<file path="src/rtl/sequenciador_noite.sv">
// sequenciador_noite: night-phase sequencer for the werewolf game.
// Walks the wolf, seer and doctor turns in order and skips any role that is absent.
// Each turn has a tick-based time limit. After the last turn it resolves the night's kill.
module sequenciador_noite #(
   parameter logic [4:0] TEMPO_TURNO = 5'd30
) (
   input  logic       clock,
   input  logic       reset,
   input  logic       inicia,
   input  logic       confirma,
   input  logic       tick,
   input  logic [2:0] alvo,
   input  logic [7:0] vivos,
   input  logic       tem_vidente,
   input  logic       tem_medico,
   output logic [1:0] vez,
   output logic [4:0] tempo_restante,
   output logic [2:0] consulta,
   output logic       consulta_valida,
   output logic [2:0] morto,
   output logic       morte,
   output logic       fim_noite,
   output logic [3:0] db_estado
);

   typedef enum logic [2:0] {
      OCIOSO      = 3'd0,
      VEZ_LOBO    = 3'd1,
      VEZ_VIDENTE = 3'd2,
      VEZ_MEDICO  = 3'd3,
      RESOLVE     = 3'd4,
      FIM         = 3'd5
   } estado_t;

   estado_t    estado;
   estado_t    proximo;

   logic [2:0] vitima;
   logic       vitima_valida;
   logic [2:0] protegido;
   logic       protegido_valido;

   logic       em_vez;
   logic       proximo_em_vez;
   logic       entra_vez;
   logic       confirma_ok;
   logic       expira;
   logic       sai_vez;

   assign em_vez         = estado inside {VEZ_LOBO, VEZ_VIDENTE, VEZ_MEDICO};
   assign proximo_em_vez = proximo inside {VEZ_LOBO, VEZ_VIDENTE, VEZ_MEDICO};
   // A turn is entered on a state change into a turn state. This includes moving
   // from one turn straight to the next.
   assign entra_vez      = proximo_em_vez && (proximo != estado);
   // A confirmation counts only when the selected player is alive.
   assign confirma_ok    = em_vez && confirma && vivos[alvo];
   // The tick that takes the timer from 1 to 0 ends the turn.
   assign expira         = em_vez && tick && (tempo_restante == 5'd1);
   assign sai_vez        = confirma_ok || expira;

   // State register.
   // NOTE: sequential state uses non-blocking assignments so that every register samples pre-edge values.
   always_ff @(posedge clock or posedge reset) begin
      if (reset) estado <= OCIOSO;
      else       estado <= proximo;
   end

   // Next-state selection, with the outputs decoded from the current state.
   // NOTE: every signal assigned here gets a default first, so no path can infer a latch.
   always_comb begin
      proximo   = estado;
      vez       = 2'd0;
      fim_noite = 1'b0;
      db_estado = 4'hF;
      case (estado)
         OCIOSO: begin
            db_estado = 4'h0;
            if (inicia) proximo = VEZ_LOBO;
         end
         VEZ_LOBO: begin
            db_estado = 4'h1;
            vez       = 2'd1;
            if (sai_vez) begin
               if (tem_vidente)     proximo = VEZ_VIDENTE;
               else if (tem_medico) proximo = VEZ_MEDICO;
               else                 proximo = RESOLVE;
            end
         end
         VEZ_VIDENTE: begin
            db_estado = 4'h2;
            vez       = 2'd2;
            if (sai_vez) proximo = tem_medico ? VEZ_MEDICO : RESOLVE;
         end
         VEZ_MEDICO: begin
            db_estado = 4'h3;
            vez       = 2'd3;
            if (sai_vez) proximo = RESOLVE;
         end
         RESOLVE: begin
            db_estado = 4'h4;
            proximo   = FIM;
         end
         FIM: begin
            db_estado = 4'h5;
            fim_noite = 1'b1;
            proximo   = OCIOSO;
         end
         default: begin
            db_estado = 4'hF;
            proximo   = OCIOSO;
         end
      endcase
   end

   // Turn timer: reload on entering a turn, count ticks down inside a turn, and read 0 outside one.
   always_ff @(posedge clock or posedge reset) begin
      if (reset)                                  tempo_restante <= 5'd0;
      else if (entra_vez)                         tempo_restante <= TEMPO_TURNO;
      else if (!proximo_em_vez)                   tempo_restante <= 5'd0;
      else if (tick && (tempo_restante != 5'd0))  tempo_restante <= tempo_restante - 5'd1;
   end

   // Selection and outcome registers: cleared when a night starts, latched by valid confirmations, resolved once.
   // NOTE: reset clears every register, so an aborted night leaves no partial selection behind.
   always_ff @(posedge clock or posedge reset) begin
      if (reset) begin
         vitima           <= 3'd0;
         vitima_valida    <= 1'b0;
         protegido        <= 3'd0;
         protegido_valido <= 1'b0;
         consulta         <= 3'd0;
         consulta_valida  <= 1'b0;
         morto            <= 3'd0;
         morte            <= 1'b0;
      end else begin
         case (estado)
            OCIOSO: begin
               if (inicia) begin
                  vitima           <= 3'd0;
                  vitima_valida    <= 1'b0;
                  protegido        <= 3'd0;
                  protegido_valido <= 1'b0;
                  consulta         <= 3'd0;
                  consulta_valida  <= 1'b0;
                  morte            <= 1'b0;
               end
            end
            VEZ_LOBO: begin
               if (confirma_ok) begin
                  vitima        <= alvo;
                  vitima_valida <= 1'b1;
               end
            end
            VEZ_VIDENTE: begin
               if (confirma_ok) begin
                  consulta        <= alvo;
                  consulta_valida <= 1'b1;
               end
            end
            VEZ_MEDICO: begin
               if (confirma_ok) begin
                  protegido        <= alvo;
                  protegido_valido <= 1'b1;
               end
            end
            RESOLVE: begin
               morte <= vitima_valida && !(protegido_valido && (protegido == vitima));
               morto <= vitima;
            end
            default: ;
         endcase
      end
   end

endmodule

</file>
<file path="config.mk">
export PLATFORM = sky130hd
export DESIGN_NAME = sequenciador_noite
export DESIGN_NICKNAME = d
export VERILOG_FILES = /design/src/rtl/sequenciador_noite.sv
export SDC_FILE = /design/constraint.sdc
export NUM_CORES = 1
export LEC_CHECK = 0
export CAP_MARGIN = 20
export CORE_MARGIN = 8
export CORE_UTILIZATION = 51
export DETAILED_ROUTE_END_ITERATION = 6
export PLACE_DENSITY = 0.89
export SYNTH_ARGS = -nofsm -noshare
export SYNTH_HDL_FRONTEND = slang
export SYNTH_SLANG_ARGS = --single-unit
</file>
<file path="constraint.sdc">
create_clock -name clock -period 3.3 [get_ports clock]
set_input_delay 0.99 -clock clock [delete_from_list [all_inputs] [get_ports clock]]
set_output_delay 0.99 -clock clock [all_outputs]
set_load 0.01 [all_outputs]
</file>
==> flow_summary_export.csv, run 1 <==
group,metric,value,unit
global_routing,grt_max_degree,25,
floorplanning,rows,19,
timing,slew_viol_final,0,
placed_design,placed_cell_area,1790,µm²
timing,skew,0.0118,ns
pwr,vdd_drop_max,0.780,mV
placed_design,io_buffers,37,
critical_path,crit_buf_inv,1,
critical_path,arrival,3.17,ns
critical_path,required,3.52,ns
floorplanning,die_area,4640,µm²
placed_design,gp_congestion,0.943,
logic_synthesis,syn_area_per_cell,9.41,µm²
timing,relSlewSlack,37.9,%
routing,drt-pass1-iter-count,4,
critical_path,crit_slowest_cell,"mux4_2",
clock_network,cts_tree,"done",
logic_synthesis,yosysUniqueCellTypes,42,
routing,first_iter_violations,44,
cells_and_area,num-fill-cells,215,
critical_path,max_stage_delay,0.52,ns
pwr,p_leak,0.000802,µW
timing,fin_setup_tns,0,ns
timing,hold_viol,0,
routing,dr_total_vias,1245,
global_routing,grt_use_total,16.5,%
floorplanning,start_util,52.0,%
min_path,hold_path_class,"flop to flop",
critical_path,endpoint_kind,"flop",
critical_path,start_kind,"primary input",
routing,drc,0,
timing,worstMarginPinSlew,0.930,ns
clock_network,cts_max_level,1,
critical_path,cp_max_fo,5,
global_routing,grt_pass1_wl,5.91,mm
logic_synthesis,ys_ff_latch,24,
clock_network,post_cts_resize_count,0,
cells_and_area,drive_gt1_share,11.3,%
status,status,"completed",
timing,finalSetupViolations,0,
logic_synthesis,ys_seq_area_share,43.4,%
routing,ant_nets,0,
floorplanning,die_h,68.1,µm
floorplanning,core,2660,µm²
clock_network,numCtsBuffers,3,
logic_synthesis,ys_warn_count,0,
cells_and_area,syn_to_final_growth,33.3,%
critical_path,crit_family,"compound AO/OA/AOI/OAI gates",
critical_path,path_cells,"clkdlybuf4s50_1, mux4_2, a2111oi_0, a211oi_1, o41a_1, a31o_1, a221oi_1",
cells_and_area,fin_util,69.3,%
logic_synthesis,syn_inst,147,
timing,period_share,89.5,%
routing,routed_via_density,5.74,
logic_synthesis,syn_area,1380,µm²
clock_network,clock_latency,0.32,ns
timing,hold_slack,0.497,ns
placed_design,hpwl,2.76,mm
cells_and_area,nets,208,
timing,finalCriticalPeriod,2.95,ns
global_routing,antenna_found_initial,0,
global_routing,grt_pass1_vias,1316,
global_routing,grt-ovfl-total,0,
run,max-cap-violations,0,
cells_and_area,n_antenna_cell,0,
pwr,totalPowerFinal,1610,µW
cells_and_area,final_area,1840,µm²
clock_network,cts.sink_count,24,
routing,wirelength,3.49,mm
floorplanning,die_width,68.1,µm
clock_network,clk_path_buf_depth,2,
floorplanning,ios,38,
timing,grt_setup_unrepaired,"false",
clock_network,postCtsSetupRepairBufs,0,
logic_synthesis,syn-num-nets,168,
clock_network,clock-root-buffer,"clkbuf_4",
clock_network,clkTransAtPathRegs,0.14,ns
timing,fmax,338,MHz
pwr,pwr_density_cell,873,nW/µm²
critical_path,crit_type,"primary input to flop",
clock_network,cts_hold_buf,0,
routing,wl_per_cell,16.1,µm
cells in the final DEF (no fill, tap or decap), drive strengths merged, types with 3 or more instances in the layout:
cell type / netlist / routed
a21o: 4 / 4
a21oi: 3 / 3
a221oi: 4 / 4
a31o: 4 / 4
buf: 2 / 3
clkbuf: 3 / 3
clkdlybuf4s50: 0 / 37
dfrtp: 24 / 24
ha: 3 / 3
inv: 6 / 6
mux2: 5 / 5
nand2: 22 / 22
nor2: 13 / 13
nor2b: 3 / 3
nor3: 5 / 5
o21ai: 12 / 12
xnor2: 6 / 6
final cells by class:
cell class	instances	area [µm²]	area share, %
tap	31	38.8	2.10
timing repair buffer	40	393	21.3
inverter	6	22.5	1.22
clock buffer	3	22.5	1.22
multi-input combinational	112	737	40.0
sequential	24	601	32.6
clock inverter	1	30.0	1.63
flip-flops by register name (all words and copies together) (netlist names):
signal,flops
consulta,3
consulta_valida,1
estado,3
morte,1
morto,3
protegido,3
protegido_valido,1
tempo_restante,5
vitima,3
vitima_valida,1
metrics by stage:
stage	setup WS [ns]	instances
detailed placement	-0.0135	213
CTS	0.333	217
global placement	0.104	213
finish	0.346	217
floorplan	0.735	147
global route	0.175	217
routing by layer:
metal  vias to the layer above  track usage, %  share of wire [%]
met5                         -               0                  0
li1                        603               -                  -
met1                       596            16.7                 36
met3                         4            5.24                7.8
met4                         0            4.35                1.7
met2                        42            31.4                 54
path summary, 6_finish.rpt:
path / depth (start not counted) / slack (ns) / endpoint / start
worst max-delay path: 7 / 0.35 / tempo_restante[4] / alvo[0]
worst min-delay path: 1 / 0.50 / vitima_valida / vitima_valida
worst max register to register: 6 / 0.86 / tempo_restante[4] / estado[1]
worst min register to register: 1 / 0.50 / vitima_valida / vitima_valida
max in group asynchronous: 2 / 1.57 / vitima_valida / reset
min in group asynchronous: 2 / 1.15 / tempo_restante[0] / reset
Yosys cell counts (all sizes together):
cell type	instances	area, µm²
or3b	1	8.76
a221oi	4	35.0
nand2b	1	6.26
inv	6	22.5
nor3b	1	7.51
nand4	1	6.26
mux2	5	56.3
mux4	1	22.5
nor2b	3	18.8
o21ai	12	60.1
a21oi	3	15.0
clkbuf	3	11.3
a31o	4	35.0
nand3	2	10.0
a2111oi	1	8.76
nor2	13	51.3
o41a	1	11.3
or2b	1	8.76
nor3	5	25.0
a21o	4	31.3
dfrtp	24	601
ha	3	37.5
xnor2	6	52.6
nand3b	1	7.51
and2b	1	7.51
o221ai	1	15.0
and3	2	12.5
a22o	1	8.76
o21a	1	7.51
nor4	1	6.26
and2	2	12.5
or2	2	12.5
mux2i	2	20.0
a21bo	1	10.0
buf	2	12.5
a32o	1	10.0
nand2	22	82.6
and3b	1	8.76
a211oi	1	7.51
where the power goes:
| part | internal, µW | total [µW] | switching (µW) |
|---|---|---|---|
| logic | 446 | 860 | 413 |
| registers | 421 | 538 | 117 |
| clock network | 123 | 213 | 90.5 |
kinds of logic after synthesis:
logic type / synth area share, %
simple gates: 21.2
fa+ha+maj: 2.71
xor+xnor: 3.80
flops: 43.4
compound gates: 18.4
mux: 7.14
buf+inv: 3.35
(Power assumes the default switching activity.)
==> inputs of run 2 (changes only) <==
CORE_UTILIZATION = 38   (was 51)
PLACE_DENSITY = 0.73   (was 0.89)
clock period = 2.7 ns   (was 3.3 ns; I/O delays follow)
==> run 2 against run 1 <==
Effect of this change:
- worst setup slack lost 0.26 ns
- sequential cell count is the same
- first-iteration DRC count grew 30%
- final area grew 8.5%
- combinational power grew 36%
- hold slack lost 0.0048 ns
- clock power grew 23%
- highest routed layer unchanged
- sequential share of layout area shrank 2.5 points
==> flow_summary_export.csv, run 2 (synthesis results as in run 1) <==
group,metric,value,unit
critical_path,crit_type,"primary input to flop",
cells_and_area,largest_register,"tempo_restante",
timing,period_share,96.8,%
global_routing,antenna_found_initial,0,
routing,drt-pass1-iter-count,4,
global_routing,grt_pass1_wl,6.20,mm
timing,finalSetupViolations,0,
critical_path,required,2.92,ns
global_routing,grt_pass1_vias,1350,
clock_network,clk_path_buf_depth,2,
clock_network,cts.sink_count,24,
floorplanning,start_util,38.7,%
clock_network,cts_max_level,1,
cells_and_area,nets,218,
cells_and_area,final_common_cell,"clkdlybuf4s50_1",
placed_design,gp_congestion,0.818,
routing,first_iter_violations,57,
timing,finalCriticalPeriod,2.61,ns
floorplanning,die_area,5830,µm²
critical_path,r2r_setup_slack,0.50,ns
critical_path,reg2reg_from,"estado[1]",
cells_and_area,n_antenna_cell,0,
critical_path,arrival,2.84,ns
clock_network,clock_latency,0.32,ns
critical_path,endpoint_kind,"flop",
routing,routed_via_density,5.17,
pwr,pwr_density_cell,1050,nW/µm²
status,status,"completed",
floorplanning,rows,22,
min_path,holdPathEnd,"consulta_valida",
cells_and_area,final-seq-area,602,µm²
clock_network,cts_hold_buf,0,
critical_path,worst_r2r_path_depth,6,
critical_path,start_kind,"primary input",
timing,relSlewSlack,69.1,%
timing,hold_slack,0.492,ns
placed_design,placed_cell_area,1880,µm²
routing,drt-met1-wl,1.44,mm
cells_and_area,final_area,2000,µm²
routing,dr_total_vias,1262,
timing,slew_viol_final,0,
min_path,hold_path_class,"flop to flop",
routing,wl_met2,1.95,mm
timing,grt_setup_unrepaired,"false",
global_routing,grt-ovfl-total,0,
cells_and_area,largest_register_ffs,5,
timing,hold_viol,0,
routing,wl_per_cell,14.9,µm
critical_path,cp_max_fo,5,
floorplanning,die_h,76.3,µm
clock_network,numCtsBuffers,3,
pwr,p_leak,0.000857,µW
placed_design,io_buffers,37,
cells_and_area,syn_to_final_growth,44.6,%
cells_and_area,num-fill-cells,336,
floorplanning,die_width,76.3,µm
critical_path,reg2reg_to,"tempo_restante[3]",
min_path,min_path_cells,1,
cells_and_area,multi_input_area,796,µm²
timing,fmax,383,MHz
global_routing,grt_use_total,12.5,%
routing,drc,0,
floorplanning,core,3580,µm²
timing,skew,0.0107,ns
routing,top_layer,"met4",
min_path,hold_start,"consulta_valida",
placed_design,hpwl,2.87,mm
clock_network,clock-root-buffer,"clkbuf_4",
routing,met3WireLength,204,µm
pwr,vdd_drop_max,0.478,mV
timing,worstMarginPinSlew,0.462,ns
cells_and_area,drive_gt1_share,19.4,%
clock_network,clkTransAtPathRegs,0.14,ns
global_routing,grt_max_degree,25,
floorplanning,ios,38,
clock_network,cts_tree,"done",
routing,wirelength,3.63,mm
routing,ant_nets,0,
run,max-cap-violations,0,
cells_and_area,layout_common_cells,"clkdlybuf4s50_1, dfrtp_1, nand2_1",
-- run 2: worst max-delay path by stage --
stage	cells past startpoint	from	end
4_1_cts	7	alvo[0]	tempo_restante[1]
6_report	8	alvo[0]	tempo_restante[3]
2_1_floorplan	6	alvo[0]	tempo_restante[1]
3_5_place_dp	7	alvo[0]	tempo_restante[4]
3_3_place_gp	7	alvo[0]	tempo_restante[1]
5_1_grt	8	alvo[0]	tempo_restante[0]
-- run 2: timing repair --
action                                  4_1_cts  5_1_grt
resized for setup                             4        8
endpoints found under the setup margin        5        6
pin swaps                                     1        1
setup buffers                                 0        1
-- run 2: report_power, final --
part | internal (µW) | switching (µW) | leakage (µW)
Sequential | 516 | 150 | 0.000313
Clock | 150 | 112 | 0.0000279
Combinational | 617 | 551 | 0.000516
-- run 2: critical path: stages --
cell             delay [ns]
clkdlybuf4s50_1        0.44
buf_4                  0.17
mux2_2                 0.24
o221ai_4               0.12
o21a_1                 0.22
o41a_1                 0.39
a31o_1                 0.22
a221oi_1               0.23
-- run 2: final cells by class --
cell class | count | area share (%)
Tap cell | 48 | 3.00
Sequential cell | 24 | 30.1
Clock buffer | 3 | 1.13
Inverter | 6 | 1.13
Timing Repair Buffer | 50 | 23.4
Clock inverter | 1 | 1.50
Multi-Input combinational cell | 112 | 39.8
-- run 2: per-layer routing --
layer,track usage [%],vias to the layer above
met4,3.46,0
met1,13.5,606
li1,-,621
met2,23.3,31
met5,0,-
met3,3.07,4
-- run 2: per-stage QoR --
| stage | setup TNS [ns] | util, % | power (µW) | instances | worst slack [ns] |
|---|---|---|---|---|---|
| after global placement | -2.52 | 52.6 | 1700 | 239 | -0.352 |
| after detailed placement | -3.53 | 52.6 | 1750 | 239 | -0.447 |
| after CTS | 0 | 54.5 | 2030 | 243 | 0.0325 |
| after global routing | 0 | 55.9 | 2240 | 244 | 0.0263 |
| after floorplan | 0 | - | 1290 | 147 | 0.315 |
| final | 0 | 55.9 | 2100 | 244 | 0.0870 |
==> inputs of run 3 (changes only) <==
CAP_MARGIN = unset   (was 20)
CTS_CLUSTER_SIZE = 20   (was unset)
==> results of run 3 <==
Same layout as run 2: the final DEF is identical, and so are final timing and power.
==> variant 1, RTL diff (settings of run 3) <==
Add an input register stage for `confirma`, without a reset; this delays it by one clock. The other inputs are not delayed to match.
--- a/src/rtl/sequenciador_noite.sv
+++ b/src/rtl/sequenciador_noite.sv
@@ -32,6 +32,12 @@
       FIM         = 3'd5
    } estado_t;
 
+   logic confirma_q;
+
+   always_ff @(posedge clock) begin
+      confirma_q <= confirma;
+   end
+
    estado_t    estado;
    estado_t    proximo;
 
@@ -53,7 +59,7 @@
    // from one turn straight to the next.
    assign entra_vez      = proximo_em_vez && (proximo != estado);
    // A confirmation counts only when the selected player is alive.
-   assign confirma_ok    = em_vez && confirma && vivos[alvo];
+   assign confirma_ok    = em_vez && confirma_q && vivos[alvo];
    // The tick that takes the timer from 1 to 0 ends the turn.
    assign expira         = em_vez && tick && (tempo_restante == 5'd1);
    assign sai_vez        = confirma_ok || expira;
Check against the original RTL: not equivalent (Yosys sat finds a counterexample within 4 cycles, from zero or initial values and one cycle with reset high).
==> variant 1 against run 3 <==
- power is 4.8% higher
- critical path depth stayed put
- setup slack better by 1.5 ps
- synthesized cell count is 9.5% higher
- register-to-register slack better by 290 ps
- worst hold slack better by 1.9 ps
- synthesized area is 11% higher
- combinational power is 9% higher
- final area is 4.5% higher
- via count is 2.0% higher
- fmax hardly changed
- routed wire length is 2.7% higher
- sequential power is 4.1% higher
- sequential cell count is 1 higher
- critical path type unchanged
- largest cell class unchanged
- largest power group unchanged
==> variant 1: results (changes against run 3) <==
- Reg2reg end: tempo_restante[1]
- Post-synth ARST share: 96.00% (-4.0 points)
- Syn Nets: 182 (+8.3%)
- Hold Path End: morto[2]
- M3 GR Usage: 3.716% (+0.65 points)
- Crit path max fanout: 7 (+2)
- Final nets: 231 (+6.0%)
- Leak: 0.8924 nW (+4.2%)
- Worst-Margin Slew: 454.8 ps (-7.404 ps)
- Post-Route WL: 3.730 mm (+2.7%)
- Clock slew seen by the registers of the worst setup and hold paths: 90 ps (-50 ps)
- Crit path largest cell delay: 510 ps (+70 ps)
- Iter 0 DRT Violations: 49 (-14%)
- Filler cell count in the final layout: 374 (+11%)
- Final Hold Slack: 494.1 ps (+1.874 ps)
- Layout cells sized above 1: 14.83% (-4.6 points)
- Met1 track demand over resource: 14.12% (+0.66 points)
- Part of the Yosys area used for sequential elements: 40.56% (-2.8 points)
- Reg2reg path depth: 7 (+1)
- Clk_skew: 1.697 ps (-9.004 ps)
- Global-route wire length before repair: 6.058 mm (-2.3%)
- CTS resizes: 0 (-4)
- Status: finished clean
- Grt met2 use: 20.37% (-2.9 points)
- Synth cell count leaders: dfrtp_1, nand2_1, inv_1
- DP Area: 0.002038 mm2 (+8.4%)
- Via/cell ratio: 4.969 (-3.9%)
- HPWL Detailed: 2.942 mm (+2.3%)
- Post-Place Setup Slack: -174.5 ps (+272.3 ps)
- Routability cong.: 0.7907 (-3.3%)
- Min-Delay Startpoint: morto[2]
- Non-filler cells, final: 259 (+6.1%)
- VDD IR max: 586.9 uV (+23%)
- Clk_lat worst skew: 270 ps (-50 ps)
- GRT Total Usage: 11.77% (-0.70 points)
- Synth top area cells: dfrtp_1, mux2i_1, nand2_1
- Most flop-heavy register: tempo_restante
- Hold Path Depth: 2 (+1)
- Root Buffer: clkbuf_8
- Post-Syn Instances: 161 (+9.5%)
## variant 1: worst max path at each step
stage / start / endpoint / slack [ps]
2_1_floorplan: alvo[0] / consulta_valida / 320
3_3_place_gp: alvo[2] / tempo_restante[4] / -170
3_5_place_dp: alvo[2] / tempo_restante[1] / -170
4_1_cts: alvo[2] / tempo_restante[1] / 100
5_1_grt: alvo[0] / tempo_restante[4] / 4
6_report: alvo[0] / tempo_restante[1] / 90
## variant 1: area by class of cell
cell class / instances / area, um2 / area share [%]
clock buffers: 3 / 41.29 / 1.975
clock inverters: 1 / 7.507 / 0.3591
inverters: 14 / 52.55 / 2.513
multi-input cells: 114 / 823.3 / 39.38
flip-flops and latches: 25 / 620.6 / 29.68
well taps: 50 / 62.56 / 2.992
repair buffers: 52 / 483.0 / 23.10
## variant 1: report_power, final
part           internal (W)  switching, W  total, W
logic              0.000671      0.000605   0.00128
registers          0.000539      0.000154  0.000693
clock network      0.000105      0.000123  0.000227
total               0.00131      0.000882   0.00220
## variant 1: metrics by stage
step / utilization, % / setup TNS [ps]
after floorplan: - / 0
after global routing: 53.03 / 0
final: 53.03 / 0
after global placement: 51.70 / -807.3
after CTS: 52.94 / 0
after detailed placement: 51.70 / -1676
## variant 1: layer usage
layer	vias to the layer above	wire length [um]
li1	664	-
met3	4	199
met5	-	0
met4	0	16
met2	24	1795
met1	595	1719
## variant 1: cell families (layout without fill, tap and decap cells)
family,count (synthesis),in the layout,synth area share [%]
simple gates,53,53,18.81
compound gates,41,41,21.42
flops,25,25,40.56
buf+inv,22,70,5.887
mux,12,12,8.013
xor+xnor,5,5,2.862
fa+ha+maj,3,3,2.453
## variant 1: critical path, delay by kind of cell
family / cells / cell delay, ps
AND/OR/NAND/NOR: 1 / 170
buffers and inverters: 3 / 860
AO/OA/AOI/OAI: 4 / 950
==> variant 2, RTL diff (flow settings as in run 3) <==
Made on the original files. Change the parameter `TEMPO_TURNO` from 5'd30 to 5'd16.
--- a/src/rtl/sequenciador_noite.sv
+++ b/src/rtl/sequenciador_noite.sv
@@ -2,7 +2,7 @@
 // Walks the wolf, seer and doctor turns in order and skips any role that is absent.
 // Each turn has a tick-based time limit. After the last turn it resolves the night's kill.
 module sequenciador_noite #(
-   parameter logic [4:0] TEMPO_TURNO = 5'd30
+   parameter logic [4:0] TEMPO_TURNO = 5'd16
 ) (
    input  logic       clock,
    input  logic       reset,
Check against the original RTL: not equivalent (Yosys sat finds a counterexample within 4 cycles, from zero or initial values and one cycle with reset high).
==> variant 2 against run 3 <==
- power decreased by 6.1%
- synthesized cell count increased by 2.7%
- worst hold slack improved by 7.0 ps
- final area decreased by 0.31%
- sequential cell count unchanged
- setup slack improved by 67 ps
- first-iteration DRC count increased by 140%
- routed wire length increased by 2.2%
- synthesized area increased by 3.3%
- clock skew decreased by 7.4 ps
- largest power group unchanged
- highest routed layer unchanged
==> variant 2: results (changes against run 3) <==
- Area Overhead vs Synth: 39.46%
- Initial core utilization: 39.36% (+0.69 points)
- Clk_lat worst skew: 270 ps (-50 ps)
- Filler cell count in the final layout: 340 (+1.2%)
- Root Buffer: clkbuf_8
- Routability cong.: 1.001 (+22%)
- Layout cells sized above 1: 14.21% (-5.2 points)
- Leak: 0.9207 nW (+7.5%)
- CP top delay family: simple AND/OR/NAND/NOR gates
- Synth top area cells: dfrtp_1, mux2i_1, nand2_1
- Hold Path Depth: 2 (+1)
- CP max-delay cell: clkdlybuf4s50_1
- Post-Route WL: 3.712 mm (+2.2%)
- Clock Tree Buf Depth: 2 (unchanged)
- Diode count: 0 (unchanged)
- Hold Path End: consulta_valida
- Slew HR: 61.54% (-7.5 points)
- M3 GR Usage: 3.571% (+0.51 points)
- Part of the Yosys area used for sequential elements: 41.99% (-1.4 points)
- Clock slew seen by the registers of the worst setup and hold paths: 90 ps (-50 ps)
- VDD IR max: 309.3 uV (-35%)
- Crit path max fanout: 5 (unchanged)
- Reg2reg path depth: 5 (-1)
- Final nets: 219 (+0.46%)
- Top sig layer: met4
- Met3 wire length: 332 um (+63%)
- Reg2reg end: vitima[2]
- Metal-1 WL: 1.579 mm (+10%)
- Synth cell count leaders: dfrtp_1, nand2_1, inv_1
- Final Hold Slack: 499.2 ps (+6.955 ps)
- Post-synth ARST share: 100.0% (unchanged)
- Status: finished clean
- GRT Total Usage: 12.30% (-0.18 points)
- Worst setup path start: alvo[2]
- Initial antenna violation count: 0 (unchanged)
- CTS buffer count: 3 (unchanged)
- Crit path capture type: register
- Clk_skew: 3.309 ps (-7.392 ps)
- Critical register-to-register path startpoint: estado[0]
- HPWL Detailed: 2.931 mm (+2.0%)
- Met1 track demand over resource: 14.41% (+0.95 points)
- Synth Warn #: 0 (unchanged)
- Crit path largest cell delay: 510 ps (+70 ps)
- Iter 0 DRT Violations: 134 (+140%)
- Total number of vias: 1,293 (+2.5%)
- Syn Nets: 172 (+2.4%)
- R2R Setup Slk: 660 ps (+160 ps)
- Routed wire length on met2: 1.725 mm (-11%)
- CTS resizes: 0 (-4)
- Vias in the first global route: 1,363 (+0.96%)
- DP Area: 0.001923 mm2 (+2.3%)
- Global-route wire length before repair: 6.285 mm (+1.3%)
- Hold Crit Class: register to register
- Grt met2 use: 20.47% (-2.8 points)
- Top FF cell, synth: dfrtp_1
variant 2: cell count changes in the layout (fill, tap and decap cells not counted), moves of 3 or more:
cell      change
a221oi_2      -3
mux2i_1       +8
nand2_1       -3
a31o_1        -4
o21ai_0       -6
clkbuf_4      -3
nand3_1       +3
inv_1         +6
nor4_1        +3
clkbuf_8      +3
variant 2: logic make-up (layout without fill, tap and decap cells):
logic type / count (synthesis) / in the layout / share of synthesized area (%)
AO/OA/AOI/OAI: 23 / 23 / 13.39
XOR/XNOR: 6 / 6 / 3.675
adder cells (fa/ha/maj): 3 / 3 / 2.625
buffers and inverters: 19 / 65 / 5.074
flip-flops: 24 / 24 / 42.00
multiplexers: 16 / 16 / 11.72
AND/OR/NAND/NOR: 60 / 60 / 21.52
variant 2: power breakdown:
| part | internal (W) | leakage (nW) | switching (W) |
|---|---|---|---|
| clock | 0.000198 | 0.0357 | 0.000121 |
| combinational | 0.000529 | 0.565 | 0.000517 |
| sequential | 0.000486 | 0.320 | 0.000116 |
variant 2: area by class of cell:
| class | instances | area share [%] |
|---|---|---|
| clock buffers | 3 | 2.070 |
| clock inverters | 1 | 1.506 |
| repair buffers | 49 | 23.09 |
| flip-flops and latches | 24 | 30.11 |
| well taps | 48 | 3.011 |
| multi-input cells | 108 | 37.95 |
| inverters | 12 | 2.258 |
variant 2: worst register-to-register path, cell delays in order (launching register included):
cell and delay [ps]:
dfrtp_1 540, o21ba_2 270, o311ai_4 130, or3_4 350
or3_1 460, mux2i_1 210
variant 2: per-stage QoR:
stage | worst slack, ps | cells
after floorplan | 485.9 | 151
after global placement | -42.53 | 241
after detailed placement | -131.8 | 241
after CTS | 159.8 | 245
after global routing | 6.067 | 245
final | 153.8 | 245
